===== config.mk =====
export PLATFORM = sky130hd
export DESIGN_NAME = priority_arbiter_8
export DESIGN_NICKNAME = d
export VERILOG_FILES = /design/src/rtl/priority_arbiter_8.sv
export SDC_FILE = /design/constraint.sdc
export NUM_CORES = 1
export LEC_CHECK = 0
export BUFFER_PORTS_ARGS = -buffer_cell sky130_fd_sc_hd__buf_4
export CAP_MARGIN = 0
export CORE_UTILIZATION = 50
export CTS_BUF_LIST = sky130_fd_sc_hd__clkbuf_8
export DETAILED_ROUTE_END_ITERATION = 10
export PLACE_DENSITY = 0.73
export SETUP_SLACK_MARGIN = 0.1
export SYNTH_ARGS = -nofsm -noshare
export SYNTH_HDL_FRONTEND = slang
export SYNTH_SLANG_ARGS = --single-unit

===== constraint.sdc =====
create_clock -name clk -period 4.6 [get_ports clk]
set_clock_uncertainty 0.1 [all_clocks]
set_input_delay 0.69 -clock clk [delete_from_list [all_inputs] [get_ports clk]]
set_output_delay 0.69 -clock clk [all_outputs]
set_load 0.005 [all_outputs]

===== src/rtl/priority_arbiter_8.sv =====
// 8-requester arbiter with fixed-priority or round-robin winner selection.
// Each grant is held until release, request drop, or hold timeout, followed by a one-cycle gap.
module priority_arbiter_8 #(
    parameter int RR      = 1,
    parameter int TIMEOUT = 15
) (
    input  logic       clk,
    input  logic       rst_n,
    input  logic [7:0] req,
    input  logic       rel,
    output logic [7:0] gnt,
    output logic [2:0] gnt_idx,
    output logic       gnt_valid,
    output logic       busy,
    output logic       timeout_evt
);

    typedef enum logic [1:0] {
        ST_IDLE  = 2'd0,
        ST_GRANT = 2'd1,
        ST_GAP   = 2'd2
    } state_t;

    localparam bit          TO_EN     = (TIMEOUT != 0);
    localparam int unsigned TO_LAST_I = (TIMEOUT == 0) ? 0 : (TIMEOUT - 1);
    localparam logic [7:0]  TO_LAST   = TO_LAST_I[7:0];

    // Downward search from start, wrapping 0 -> 7; offset 0 (start itself) has top priority.
    function automatic logic [2:0] pick_winner(input logic [7:0] r, input logic [2:0] start);
        logic [2:0] w;
        logic [2:0] idx;
        w = 3'd0;
        for (int k = 7; k >= 0; k--) begin
            idx = start - 3'(k);
            if (r[idx]) begin
                w = idx;
            end else begin
                w = w;
            end
        end
        return w;
    endfunction

    state_t     state_q, state_d;
    logic [7:0] gnt_q, gnt_d;
    logic [2:0] gnt_idx_q, gnt_idx_d;
    logic       gnt_valid_q, gnt_valid_d;
    logic       busy_q, busy_d;
    logic       timeout_evt_q, timeout_evt_d;
    logic [2:0] ptr_q, ptr_d;
    logic [7:0] hold_cnt_q, hold_cnt_d;

    logic [2:0] search_start_s;
    logic [2:0] winner_s;
    logic       any_req_s;
    logic       cur_req_s;
    logic       timeout_hit_s;
    logic       exit_s;

    // Winner selection and grant-exit conditions.
    always_comb begin
        search_start_s = (RR != 0) ? (ptr_q - 3'd1) : 3'd7;
        winner_s       = pick_winner(req, search_start_s);
        any_req_s      = |req;
        cur_req_s      = req[gnt_idx_q];
        timeout_hit_s  = TO_EN && (hold_cnt_q == TO_LAST);
        exit_s         = rel || !cur_req_s || timeout_hit_s;
    end

    // Next-state and next-output computation.
    always_comb begin
        state_d       = state_q;
        gnt_d         = gnt_q;
        gnt_idx_d     = gnt_idx_q;
        ptr_d         = ptr_q;
        hold_cnt_d    = hold_cnt_q;
        timeout_evt_d = 1'b0;
        case (state_q)
            ST_IDLE, ST_GAP: begin
                if (any_req_s) begin
                    state_d    = ST_GRANT;
                    gnt_d      = 8'd1 << winner_s;
                    gnt_idx_d  = winner_s;
                    hold_cnt_d = 8'd0;
                end else begin
                    state_d    = ST_IDLE;
                    gnt_d      = 8'd0;
                end
            end
            ST_GRANT: begin
                if (exit_s) begin
                    state_d       = ST_GAP;
                    gnt_d         = 8'd0;
                    ptr_d         = (RR != 0) ? gnt_idx_q : ptr_q;
                    // A release or drop in the same cycle as the timeout is a normal release.
                    timeout_evt_d = timeout_hit_s && !rel && cur_req_s;
                end else begin
                    state_d    = ST_GRANT;
                    hold_cnt_d = (hold_cnt_q == 8'hFF) ? hold_cnt_q : (hold_cnt_q + 8'd1);
                end
            end
            default: begin
                state_d = ST_IDLE;
                gnt_d   = 8'd0;
            end
        endcase
        gnt_valid_d = (state_d == ST_GRANT);
        busy_d      = (state_d != ST_IDLE);
    end

    // State and registered outputs.
    always_ff @(posedge clk or negedge rst_n) begin
        if (!rst_n) begin
            state_q       <= ST_IDLE;
            gnt_q         <= 8'd0;
            gnt_idx_q     <= 3'd0;
            gnt_valid_q   <= 1'b0;
            busy_q        <= 1'b0;
            timeout_evt_q <= 1'b0;
            ptr_q         <= 3'd0;
            hold_cnt_q    <= 8'd0;
        end else begin
            state_q       <= state_d;
            gnt_q         <= gnt_d;
            gnt_idx_q     <= gnt_idx_d;
            gnt_valid_q   <= gnt_valid_d;
            busy_q        <= busy_d;
            timeout_evt_q <= timeout_evt_d;
            ptr_q         <= ptr_d;
            hold_cnt_q    <= hold_cnt_d;
        end
    end

    assign gnt         = gnt_q;
    assign gnt_idx     = gnt_idx_q;
    assign gnt_valid   = gnt_valid_q;
    assign busy        = busy_q;
    assign timeout_evt = timeout_evt_q;

endmodule


==> run summary <==
The synthesized design contains 0 enable-type register cells. The combined area of all synthesized cells came out at 2300 µm². STA puts the critical path data required time at 4.66 ns. The maximum number of pins on one net before global-route repair came out at 28. TritonCTS built the clock tree. In this run the deepest clock path goes through 2 buffers. The area of the placeable core is 4380 µm². The synthesized area divided by synthesized cell count came out at 9.94 µm². The number of nets in the layout is 263. In the routed layout, each cell is associated on average with a via count of 6.45.

The residual overflow from global routing is 0. The count of antenna diodes in the layout came out at 0. Together, buffers and inverters on the worst path number 2. The final critical path time including I/O delays and setup came out at 3.98 ns.

The source-to-sink clock delay at the later pin of the worst-skew pair is 0.28 ns. The run finished with clean final reports. Input and output buffers added on the ports amount to 24. The hold violation total from the final report is 0. The dominant cell by count in the synthesized netlist is sky130_fd_sc_hd__dfrtp_1. The post-synthesis to final-layout area growth came out at 10.0%. The layout has 413 filler cells. Yosys printed 0 warnings.

The iteration count of the initial detailed-routing pass is 4. The hold buffer count at CTS is 0. The largest fanout on the critical path is 12. The number of vias after detailed routing is 1928.

The commonest cells after synthesis are sky130_fd_sc_hd__dfrtp_1 (27), sky130_fd_sc_hd__mux2i_1 (15), sky130_fd_sc_hd__nand2_1 (15), sky130_fd_sc_hd__nor2_1 (15), sky130_fd_sc_hd__mux4_2 (12). Among all flip-flop cells after synthesis, the most frequent one is sky130_fd_sc_hd__dfrtp_1. The half-perimeter wire length after detailed placement is 3980 µm. The worst hold path belongs to the class in2async. The number of routed nets with antenna violations came out at 0. The critical path runs through a total of 10 cells. The slowest stage cell on the critical path is sky130_fd_sc_hd__ha_1. The total I/O pin count came out at 25. The overall die area is 4870 µm². The signal on the critical path passes through clkinv_1 > ha_1 > buf_4 > xnor3_1 > mux2_2 > o21ai_0 > or4b_1 > a41oi_1 > o21ai_2 > o41ai_1. The delay of the slowest cell on the worst path is 0.68 ns.

The weighted congestion at the end of routability-driven global placement is 0.992. The count of maximum capacitance violations is 0. The final worst setup slack came out at 0.619 ns.

Sequential cells were found to cover 29.4% of the synthesized design area. The final-report setup violation count is 0. Setup repair after global routing left no endpoint under its margin.

The share of the clock period used by the worst path after layout came out at 86.5%. The effective utilization at floorplan came out at 52.4%. The layout cell share with drive strength beyond 1 came out at 23.9%. The quantity of gates resized following cts is 0. The die boundary height is 69.8 µm.

The first global-routing pass estimated 9050 µm of wire. The die outline width came out at 69.8 µm. The synthesized design spends more area on one cell type than any other, namely sky130_fd_sc_hd__dfrtp_1.

The cell count after synthesis is 231. The setup TNS is 0 ns. The count of standard-cell rows came out at 24. The final routed DRC violation total is 0. The number of global-route vias before repair came out at 1895. The final max-slew violation count came out at 0. The clock transition at the register clock pins on the worst setup and hold paths after CTS came out at 0.10 ns. The synthesized design devotes to its leading area cell type 29.4% of total area. The maximum operating frequency came out at 0.251 GHz.

The placement-stage worst setup slack came out at 0.676 ns. In this run, synthesis produced a sequential element count of 27. The proportion of synthesized flip-flops having asynchronous set or reset came out at 100%. CTS built an H-tree with a depth of 1. The initial detailed-routing violation count came out at 166. The worst max-slew margin expressed relative to the limit came out at 42.5%. The clock net in this run drives a total of 27 sinks.

At the worst endpoint, the arrival time is 4.04 ns. The routed design has 5510 µm of wire. Ranked by total cell area, the synthesized netlist is headed by sky130_fd_sc_hd__dfrtp_1 (29%), sky130_fd_sc_hd__mux4_2 (12%), sky130_fd_sc_hd__mux2i_1 (6.5%). The mean routed wirelength per cell came out at 18.4 µm. Synthesis produced a netlist with a net count of 246. The global-route total usage across every layer came out at 23.3%. The number of antenna violations at the first check in global routing came to 0. The slew of the pin with the lowest slew margin is 0.856 ns. The setup fix buffers added after clock tree synthesis is 0.

The tree is rooted in a sky130_fd_sc_hd__clkbuf_8. The number of library cell types mapped by synthesis came out at 57. The element type at the critical path end is a register. The critical path is of the reg2reg type.

The worst reg-to-reg path cell count is 10. STA classifies the critical path startpoint as a register. Counting the buffers created by CTS gives 3. For this run, the share of the core covered by cells in the final layout is 57.6%. Grouping stages by cell kind, the critical path spends the most delay in compound AO/OA/AOI/OAI gates.
layer usage:
metal / global-route usage [%] / part of all wire, % / routed length, µm / up-vias
met5: 0 / 0 / 0 / -
met4: 8.67 / 2.0 / 109 / 0
li1: - / - / - / 915
met1: 33.8 / 46 / 2520 / 930
met3: 3.05 / 5.7 / 312 / 12
met2: 35.5 / 47 / 2560 / 71
layout make-up:
type / count / area (µm²) / area share (%)
Tap cell: 52 / 65.1 / 2.58
Clock buffer: 3 / 41.3 / 1.63
Clock inverter: 1 / 7.51 / 0.297
Multi-Input combinational cell: 180 / 1500 / 59.2
Timing Repair Buffer: 28 / 210 / 8.32
Inverter: 8 / 30.0 / 1.19
Sequential cell: 27 / 676 / 26.7
through the flow:
step / hold slack (ns) / instances / area, µm²
final: 0.206 / 299 / 2530
after global routing: 0.227 / 299 / 2530
after CTS: 0.214 / 299 / 2530
after detailed placement: 0.374 / 295 / 2480
after global placement: 0.376 / 295 / 2480
after floorplan: 0.294 / 231 / 2300
layout by cell type (no fill, tap or decap), types with 8 or more instances in the layout:
cell / Yosys / routed
sky130_fd_sc_hd__o21ai_0: 11 / 11
sky130_fd_sc_hd__mux2_2: 9 / 9
sky130_fd_sc_hd__xor2_1: 8 / 8
sky130_fd_sc_hd__nand2b_1: 8 / 8
sky130_fd_sc_hd__mux2i_1: 15 / 15
sky130_fd_sc_hd__mux4_2: 12 / 12
sky130_fd_sc_hd__nor2_1: 15 / 15
sky130_fd_sc_hd__buf_4: 1 / 28
sky130_fd_sc_hd__dfrtp_1: 27 / 27
sky130_fd_sc_hd__nand2_1: 15 / 15
sequential cells by signal, indices dropped and copies added (netlist names):
register     cells
state_q          2
hold_cnt_q       8
busy             1
ptr_q            3
timeout_evt      1
gnt_valid        1
gnt_idx          3
gnt              8
logic make-up after synthesis:
kind of cell / after synthesis / synth area share, %
compound gates: 53 / 16.5
xor+xnor: 12 / 5.83
fa+ha+maj: 4 / 2.18
buf+inv: 24 / 5.40
flops: 27 / 29.4
mux: 37 / 23.3
simple gates: 74 / 17.3
worst paths after layout:
kind	end	startpoint	slack (ns)
worst max-delay path	gnt[3]	ptr_q[0]	0.62
worst min-delay path	state_q[1]	rst_n	0.21
worst max register to register	gnt[3]	ptr_q[0]	0.62
worst min register to register	gnt[1]	gnt[1]	0.41
max in group asynchronous	gnt[2]	rst_n	3.93
min in group clk	gnt[1]	gnt[1]	0.41
Power is left out: the tool's default activity adds up to more than one toggle a clock period on the data nets, which glitch-free logic cannot reach.
